<file path="config.mk">
export PLATFORM = sky130hd
export DESIGN_NAME = mem_lsu
export DESIGN_NICKNAME = d
export VERILOG_FILES = /design/src/rtl/mem_lsu.sv
export SDC_FILE = /design/constraint.sdc
export NUM_CORES = 1
export LEC_CHECK = 0
export CAP_MARGIN = 10
export CORE_AREA = 3 3 159 161
export CTS_CLUSTER_DIAMETER = 80
export DETAILED_ROUTE_END_ITERATION = 8
export DIE_AREA = 0 0 162 164
export GPL_TIMING_DRIVEN = 1
export MAX_ROUTING_LAYER = met4
export PLACE_DENSITY = 0.76
export SYNTH_ARGS = -nofsm -noshare
export SYNTH_HDL_FRONTEND = slang
export SYNTH_SLANG_ARGS = --single-unit
</file>
<file path="constraint.sdc">
create_clock -name clk -period 2.97 [get_ports clk]
set_input_delay 0.4455 -clock clk [delete_from_list [all_inputs] [get_ports clk]]
set_output_delay 0.4455 -clock clk [all_outputs]
set_load 0.005 [all_outputs]
</file>
<file path="src/rtl/mem_lsu.sv">
// mem_lsu: MEM-stage load/store unit with a req/ack data bus, byte-lane steering and load extension.
// Optional feature macro ADDR_EXC_EN: misaligned accesses raise exc_adel/exc_ades instead of issuing.
module mem_lsu #(
  parameter int ADDR_W = 32,
  parameter int REG_AW = 5
) (
  input  logic              clk,
  input  logic              rst,
  input  logic [REG_AW-1:0] mem_wd_i,
  input  logic              mem_wreg_i,
  input  logic [31:0]       mem_wdata_i,
  input  logic [3:0]        mem_op_i,
  input  logic [ADDR_W-1:0] mem_addr_i,
  input  logic [31:0]       mem_sdata_i,
  input  logic              mem_enhilo_i,
  input  logic [31:0]       mem_hi_i,
  input  logic [31:0]       mem_lo_i,
  output logic              stall_req,
  output logic              dbus_req,
  output logic              dbus_we,
  output logic [ADDR_W-1:0] dbus_addr,
  output logic [3:0]        dbus_be,
  output logic [31:0]       dbus_wdata,
  input  logic [31:0]       dbus_rdata,
  input  logic              dbus_ack,
  output logic [REG_AW-1:0] wb_wd,
  output logic              wb_wreg,
  output logic [31:0]       wb_wdata,
  output logic              wb_enhilo,
  output logic [31:0]       wb_hi,
  output logic [31:0]       wb_lo,
  output logic              exc_adel,
  output logic              exc_ades,
  output logic [ADDR_W-1:0] exc_badvaddr
);

  localparam logic [3:0] OP_LB  = 4'd1;
  localparam logic [3:0] OP_LBU = 4'd2;
  localparam logic [3:0] OP_LH  = 4'd3;
  localparam logic [3:0] OP_LHU = 4'd4;
  localparam logic [3:0] OP_LW  = 4'd5;
  localparam logic [3:0] OP_SB  = 4'd6;
  localparam logic [3:0] OP_SH  = 4'd7;
  localparam logic [3:0] OP_SW  = 4'd8;

  typedef enum logic {IDLE, BUSY} state_t;
  state_t r_state, w_nextState;

  logic              r_dbusReq, r_dbusWe;
  logic [ADDR_W-1:0] r_dbusAddr;
  logic [3:0]        r_dbusBe;
  logic [31:0]       r_dbusWdata;
  logic [REG_AW-1:0] r_wbWd;
  logic              r_wbWreg, r_wbEnhilo;
  logic [31:0]       r_wbWdata, r_wbHi, r_wbLo;

  logic        w_isLoad, w_isStore, w_isHalf, w_isWord, w_fault, w_isMem;
  logic [1:0]  w_lane;
  logic [3:0]  w_be;
  logic [31:0] w_busWdata, w_loadData;
  logic [7:0]  w_byte;
  logic [15:0] w_half;

  assign w_lane    = mem_addr_i[1:0];
  assign w_isLoad  = (mem_op_i >= OP_LB) && (mem_op_i <= OP_LW);
  assign w_isStore = (mem_op_i >= OP_SB) && (mem_op_i <= OP_SW);
  assign w_isHalf  = (mem_op_i == OP_LH) || (mem_op_i == OP_LHU) || (mem_op_i == OP_SH);
  assign w_isWord  = (mem_op_i == OP_LW) || (mem_op_i == OP_SW);

`ifdef ADDR_EXC_EN
  assign w_fault = (w_isHalf && mem_addr_i[0]) || (w_isWord && (w_lane != 2'b00));
`else
  assign w_fault = 1'b0;
`endif

  assign w_isMem = (w_isLoad || w_isStore) && !w_fault;

  // Halfword/word lanes ignore the low address bits, which forces alignment when faults are off.
  always_comb begin
    w_be       = 4'b1111;
    w_busWdata = mem_sdata_i;
    if (w_isHalf) begin
      w_be       = mem_addr_i[1] ? 4'b1100 : 4'b0011;
      w_busWdata = {2{mem_sdata_i[15:0]}};
    end else if (!w_isWord) begin
      w_be       = 4'b0001 << w_lane;
      w_busWdata = {4{mem_sdata_i[7:0]}};
    end
  end

  always_comb begin
    case (w_lane)
      2'd0:    w_byte = dbus_rdata[7:0];
      2'd1:    w_byte = dbus_rdata[15:8];
      2'd2:    w_byte = dbus_rdata[23:16];
      default: w_byte = dbus_rdata[31:24];
    endcase
    w_half = mem_addr_i[1] ? dbus_rdata[31:16] : dbus_rdata[15:0];
    case (mem_op_i)
      OP_LB:   w_loadData = {{24{w_byte[7]}}, w_byte};
      OP_LBU:  w_loadData = {24'h000000, w_byte};
      OP_LH:   w_loadData = {{16{w_half[15]}}, w_half};
      OP_LHU:  w_loadData = {16'h0000, w_half};
      default: w_loadData = dbus_rdata;
    endcase
  end

  always_ff @(posedge clk or negedge rst) begin
    if (!rst) r_state <= IDLE;
    else      r_state <= w_nextState;
  end

  always_comb begin
    w_nextState = r_state;
    case (r_state)
      IDLE:    if (w_isMem) w_nextState = BUSY;
      BUSY:    if (dbus_ack) w_nextState = IDLE;
      default: w_nextState = IDLE;
    endcase
  end

  // Stall drops combinationally in the ack cycle so upstream advances on the completing edge.
  always_comb begin
    stall_req = 1'b0;
    case (r_state)
      IDLE:    stall_req = w_isMem;
      BUSY:    stall_req = !dbus_ack;
      default: stall_req = 1'b0;
    endcase
  end

  always_ff @(posedge clk or negedge rst) begin
    if (!rst) begin
      r_dbusReq   <= 1'b0;
      r_dbusWe    <= 1'b0;
      r_dbusAddr  <= '0;
      r_dbusBe    <= 4'b0000;
      r_dbusWdata <= 32'h0;
      r_wbWd      <= '0;
      r_wbWreg    <= 1'b0;
      r_wbWdata   <= 32'h0;
      r_wbEnhilo  <= 1'b0;
      r_wbHi      <= 32'h0;
      r_wbLo      <= 32'h0;
    end else begin
      case (r_state)
        IDLE: begin
          if (w_isMem) begin
            r_dbusReq   <= 1'b1;
            r_dbusWe    <= w_isStore;
            r_dbusAddr  <= {mem_addr_i[ADDR_W-1:2], 2'b00};
            r_dbusBe    <= w_be;
            r_dbusWdata <= w_busWdata;
            r_wbWreg    <= 1'b0;
            r_wbEnhilo  <= 1'b0;
          end else begin
            r_wbWd     <= mem_wd_i;
            r_wbWreg   <= mem_wreg_i && !w_fault;
            r_wbWdata  <= mem_wdata_i;
            r_wbEnhilo <= mem_enhilo_i;
            r_wbHi     <= mem_hi_i;
            r_wbLo     <= mem_lo_i;
          end
        end
        BUSY: begin
          if (dbus_ack) begin
            r_dbusReq  <= 1'b0;
            r_wbWd     <= mem_wd_i;
            r_wbWreg   <= mem_wreg_i;
            r_wbWdata  <= w_isLoad ? w_loadData : mem_wdata_i;
            r_wbEnhilo <= mem_enhilo_i;
            r_wbHi     <= mem_hi_i;
            r_wbLo     <= mem_lo_i;
          end else begin
            r_wbWreg   <= 1'b0;
            r_wbEnhilo <= 1'b0;
          end
        end
        default: r_dbusReq <= 1'b0;
      endcase
    end
  end

  assign dbus_req   = r_dbusReq;
  assign dbus_we    = r_dbusWe;
  assign dbus_addr  = r_dbusAddr;
  assign dbus_be    = r_dbusBe;
  assign dbus_wdata = r_dbusWdata;
  assign wb_wd      = r_wbWd;
  assign wb_wreg    = r_wbWreg;
  assign wb_wdata   = r_wbWdata;
  assign wb_enhilo  = r_wbEnhilo;
  assign wb_hi      = r_wbHi;
  assign wb_lo      = r_wbLo;

`ifdef ADDR_EXC_EN
  logic              r_excAdel, r_excAdes;
  logic [ADDR_W-1:0] r_excBadvaddr;

  // Faults are only taken from IDLE; they never enter BUSY, so the pulse lasts one cycle.
  always_ff @(posedge clk or negedge rst) begin
    if (!rst) begin
      r_excAdel     <= 1'b0;
      r_excAdes     <= 1'b0;
      r_excBadvaddr <= '0;
    end else begin
      r_excAdel <= (r_state == IDLE) && w_fault && w_isLoad;
      r_excAdes <= (r_state == IDLE) && w_fault && w_isStore;
      if ((r_state == IDLE) && w_fault) r_excBadvaddr <= mem_addr_i;
    end
  end

  assign exc_adel     = r_excAdel;
  assign exc_ades     = r_excAdes;
  assign exc_badvaddr = r_excBadvaddr;
`else
  assign exc_adel     = 1'b0;
  assign exc_ades     = 1'b0;
  assign exc_badvaddr = '0;
`endif

endmodule
</file>
After elaboration in Yosys (flattened, before gate mapping)
Index checks and enable logic that the tools add are counted.
Widths: inputs -> output; s select.
Storage, ports and cells
  flip-flop bits (word level): 172
  output and inout port bits: 208
  logic and storage cells: 75
Cells by class
  magnitude comparators: 4
  eq/ne operators: 12
  shift-type cells: 1
  mux-type cells: 34
  bitwise operators: 1
  reductions and logical operators: 11
Operator list (number)
  $mux 32: 9
  $pmux 32 s2: 3
  $pmux 32 s4: 1
  $pmux 8 s3: 1
  $mux 16: 1
  $eq 4x3->1 const B: 3
  $mux 4: 3
  $mux 5: 2
  $pmux 1 s2: 5
  $pmux 5 s2: 1
  $eq 4x2->1 const B: 2
  $mux 1: 8
  $ne 2x2->1 const B: 3
  $reduce_and 2->1: 3
  $eq 4x1->1 const B: 1
  $eq 4x4->1 const B: 1
  $ge 4x1->1 const B: 1
  $ge 4x3->1 const B: 1
  $le 4x3->1 const B: 1
  $le 4x4->1 const B: 1
  $logic_or 1x1->1: 4
  $shl 1x2->4 const A: 1
  $eq 2x1->1 const B: 1
  $eq 2x2->1 const B: 1
  4 further kinds: 5

Longest topological paths before layout
  depth after elaboration: 6
  depth in mapped cells: 9

Least setup slack after synthesis
OpenSTA, ideal clock, no wires.
  kind: input to output
  start point: in mem_op_i[2]
  end point: out stall_req
  arrival time: 1.629 ns
  data required time: 2.525 ns
  path slack: 0.896 ns
  cell stages on the path: 7
  path buffers: 4
  cells stage by stage: buf_2 > o31a_1 > o31a_1 > buf_2 > inv_2 > buf_2 > buf_2
On the way
  word-level cells in the longest chain between the ends: 4
  elaborated cells on any way between the ends: 8
  classes of those cells: 4 x order compare; 1 x mux; 3 x reduce/logical
RTL lines
  from (decl): RTL line 12  | input logic [3:0] mem_op_i,
  $ge 4x1->1 (tied with other cells): RTL line 65  | assign w_isLoad = (mem_op_i >= OP_LB) && (mem_op_i <= OP_LW);
  $logic_and 1x1->1 (on tied branches): RTL line 65, 66
  $logic_or 1x1->1 *: RTL line 76  | assign w_isMem = (w_isLoad || w_isStore) && !w_fault;
  $pmux 1 s2 *: RTL line 125  | case (r_state)
  to (decl): RTL line 18  | output logic stall_req,
Every way passes the cells marked *; elsewhere a longest branch is shown, timed or not.

Worst setup path in the final report
  start point: in mem_op_i[1]
  end point: out stall_req
Same word-level chain as after synthesis.

==> run summary <==
outcome: finished with violations
failing checks: negative hold slack
Die Area: 26600 um2
proportion of synthesized chip area in sequential cells: 51.8%
combined buffer and inverter count along the critical path: 4
share of cells above drive strength 1: 10.2%
crit path capture type: output pin
total power per unit cell area: 656 nW/um2
most numerous cell in the Yosys netlist: nand2_1
vertical die dimension: 164 um
number of buffers created by CTS: 17
root buf cell: clkbuf_16
summed area of non-filler cells in the final layout: 12900 um2
number of setup violations in the final report: 0
number of failing hold endpoints at the final stage: 1
Clock Path Buffers: 2
leading post-synthesis cells by cell area: dfrtp_1 (52%), nand2_1 (12%), mux2_2 (4.3%)
Critical R2R Launch: r_state
crit path kind: primary input to output pin
total number of yosys warnings: 0
Util after Layout: 53.6%
CP cell instances: clkdlybuf4s50_1 -> o31a_1 -> o31a_2 -> clkinv_2 -> buf_12 -> clkdlybuf4s50_1
Std-Cell Core Area: 24100 um2
synthesized instance count: 859
hold crit path type: primary input to async pin
number of buffer cells added on primary ports: 377
beginning of the critical path: mem_op_i[1]
DP Area: 12400 um2
Final nets: 1434
count of pins on the block boundary: 414
top-area cell type share of the netlist area: 51.8%
average cell area after synthesis: 9.66 um2
largest net degree at the start of global routing: 97
DPL Wire Length: 21200 um
Area growth syn-to-layout: 55.8%
clock-pin transition on the worst setup and hold timing paths: 0.07 ns
setup repair after global routing missed its margin: no
Worst Max-Slew Pin Slew: 1.20 ns
family with the most delay on the worst path: buffers and inverters
Yosys top cell by area: dfrtp_1
x dimension of the die: 162 um
number of buffers inserted to repair setup after CTS: 0
Largest stage delay, worst path: 0.54 ns
Worst slew margin: 19.4%
arrival time of the worst setup path: 2.44 ns
count of flip-flops with a built-in enable after synthesis: 0
clock insertion delay at the later pin of the skew report: 0.42 ns
post-route fraction of the period consumed by the critical path: 97.1%
final-report max-slew violation count: 0
Worst VDD drop: 0.340 mV
post-synthesis instance area: 8300 um2
weighted congestion at the end of routability-driven global placement: 0.930
post-route antenna net violation count: 0
critical register-to-register path endpoint: wb_wdata[16]
hold_ws: -0.000282 ns
residual overflow from global routing: 0
number of global-route vias before repair: 7560
number of different library cells in the post-synthesis netlist: 46
number of antenna violations at the first check in global routing: 3
H-tree levels: 4
number of DRC markers after the initial detailed-route iteration: 594
vias after detailed routing: 7600
iteration count of the initial detailed-routing pass: 5
clock tree from TritonCTS: done
detail-routed net length per standard cell: 17.9 um
Fin Clk Skew: 0.00794 ns
number of cells on the worst reg-to-reg path: 4
Tot GR Track Use: 20.9%
post-route DRC violation count: 0
reported max-cap violation count: 0
first-pass GRT wire length: 42200 um
cell with the most instances on the worst path: clkdlybuf4s50_1
crit path time final: 2.88 ns
highest net fanout along the worst path: 8
hold buffers post-CTS: 0
highest achievable clock rate: 347 MHz
Synth top cells by count: nand2_1 (261), dfrtp_1 (172), buf_4 (39), o21ai_0 (38)
Most used DFF post-synth: dfrtp_1
cell type of the slowest stage on the worst timing path: clkdlybuf4s50_1
share of async-settable or async-resettable flops after synthesis: 100%
number of storage elements in the synthesis netlist: 172
initial core utilization: 34.4%
critical path startpoint category: primary input
WL final: 28000 um
Reg2Reg Setup Slack: 0.57 ns
clk sink count: 172
Post-CTS Resized: 0
endpoint required time on the critical path: 2.52 ns
leakage power: 0.00576 uW
ratio of routed vias to standard cells: 4.85
# rows: 57
==> where the power goes <==
part	switching [uW]	internal, uW	total (uW)
Clock	1060	1140	2190
Combinational	1210	1780	2990
Sequential	344	2960	3300
==> registers in the layout (all words and copies together), names as in the netlist <==
signal,cells
dbus_wdata,32
wb_hi,32
wb_lo,32
wb_wdata,32
dbus_addr,30
wb_wd,5
dbus_be,4
dbus_req,1
dbus_we,1
r_state,1
wb_enhilo,1
wb_wreg,1
==> layer usage <==
metal	vias up	wire length [um]	track usage, %
met1	3655	11600	26.2
met4	0	408	5.31
li1	3560	-	-
met3	26	2620	6.81
met2	359	13400	32.9
met5	-	0	-
==> area by class of cell <==
class / count / area [um2]
fillers: 2177 / 11200
clock inverters: 13 / 130
multi-input cells: 604 / 3490
diodes: 3 / 7.51
inverters: 22 / 83.8
clock buffers: 18 / 439
repair buffers: 411 / 4070
flip-flops and latches: 172 / 4300
well taps: 324 / 405
==> cell usage in the layout (no fill, tap or decap), drive strengths merged, types with 3 or more instances in the layout <==
master / count
clkdlybuf4s50: 376
nand2: 261
dfrtp: 172
o21ai: 38
conb: 36
buf: 35
mux2: 32
mux2i: 32
inv: 29
nor2: 26
a211oi: 24
a21oi: 22
nor3: 20
clkbuf: 18
nand3: 15
nand2b: 10
o31a: 10
nor2b: 9
and3: 9
o31ai: 9
a22o: 8
mux4: 8
a31oi: 8
o311ai: 7
diode: 3
and2: 3
clkinvlp: 3
clkinv: 3
==> logic make-up (layout without fill, tap and decap cells) <==
family | Yosys count | in the layout | synth area share (%)
buffers and inverters | 118 | 464 | 7.72
xor gates and xnor gates | 1 | 1 | 0.106
and+or+nand+nor | 364 | 364 | 18.9
DFF | 172 | 172 | 51.8
other | 1 | 39 | 0.0452
muxes | 72 | 72 | 10.4
AOI/OAI and AO/OA | 131 | 131 | 11.0
==> worst reg2reg max path, cell delays in order (launching register included) <==
cell and delay, ns:
dfrtp_1 0.47, nand2b_1 0.10, or3_1 0.41, nor4_4 1.04, a211oi_1 0.20
==> through the flow <==
step / total power, uW / cells / worst slack, ns / TNS (ns)
after floorplan: 4400 / 894 / 0.896 / 0
after global placement: 6290 / 1533 / -0.0331 / -0.240
after detailed placement: 6360 / 1533 / -0.150 / -1.50
after CTS: 8590 / 1564 / 0.0913 / 0
after global routing: 8990 / 1567 / 0.00597 / 0
final: 8490 / 1567 / 0.0867 / 0
==> how the worst max path moves through the flow <==
stage,cells after the start,end
3_5_place_dp,6,wb_wdata[16]
4_1_cts,6,stall_req
2_1_floorplan,7,stall_req
5_1_grt,6,stall_req
3_3_place_gp,6,wb_wdata[30]
6_report,6,stall_req
Power figures use the tool's default switching activity.
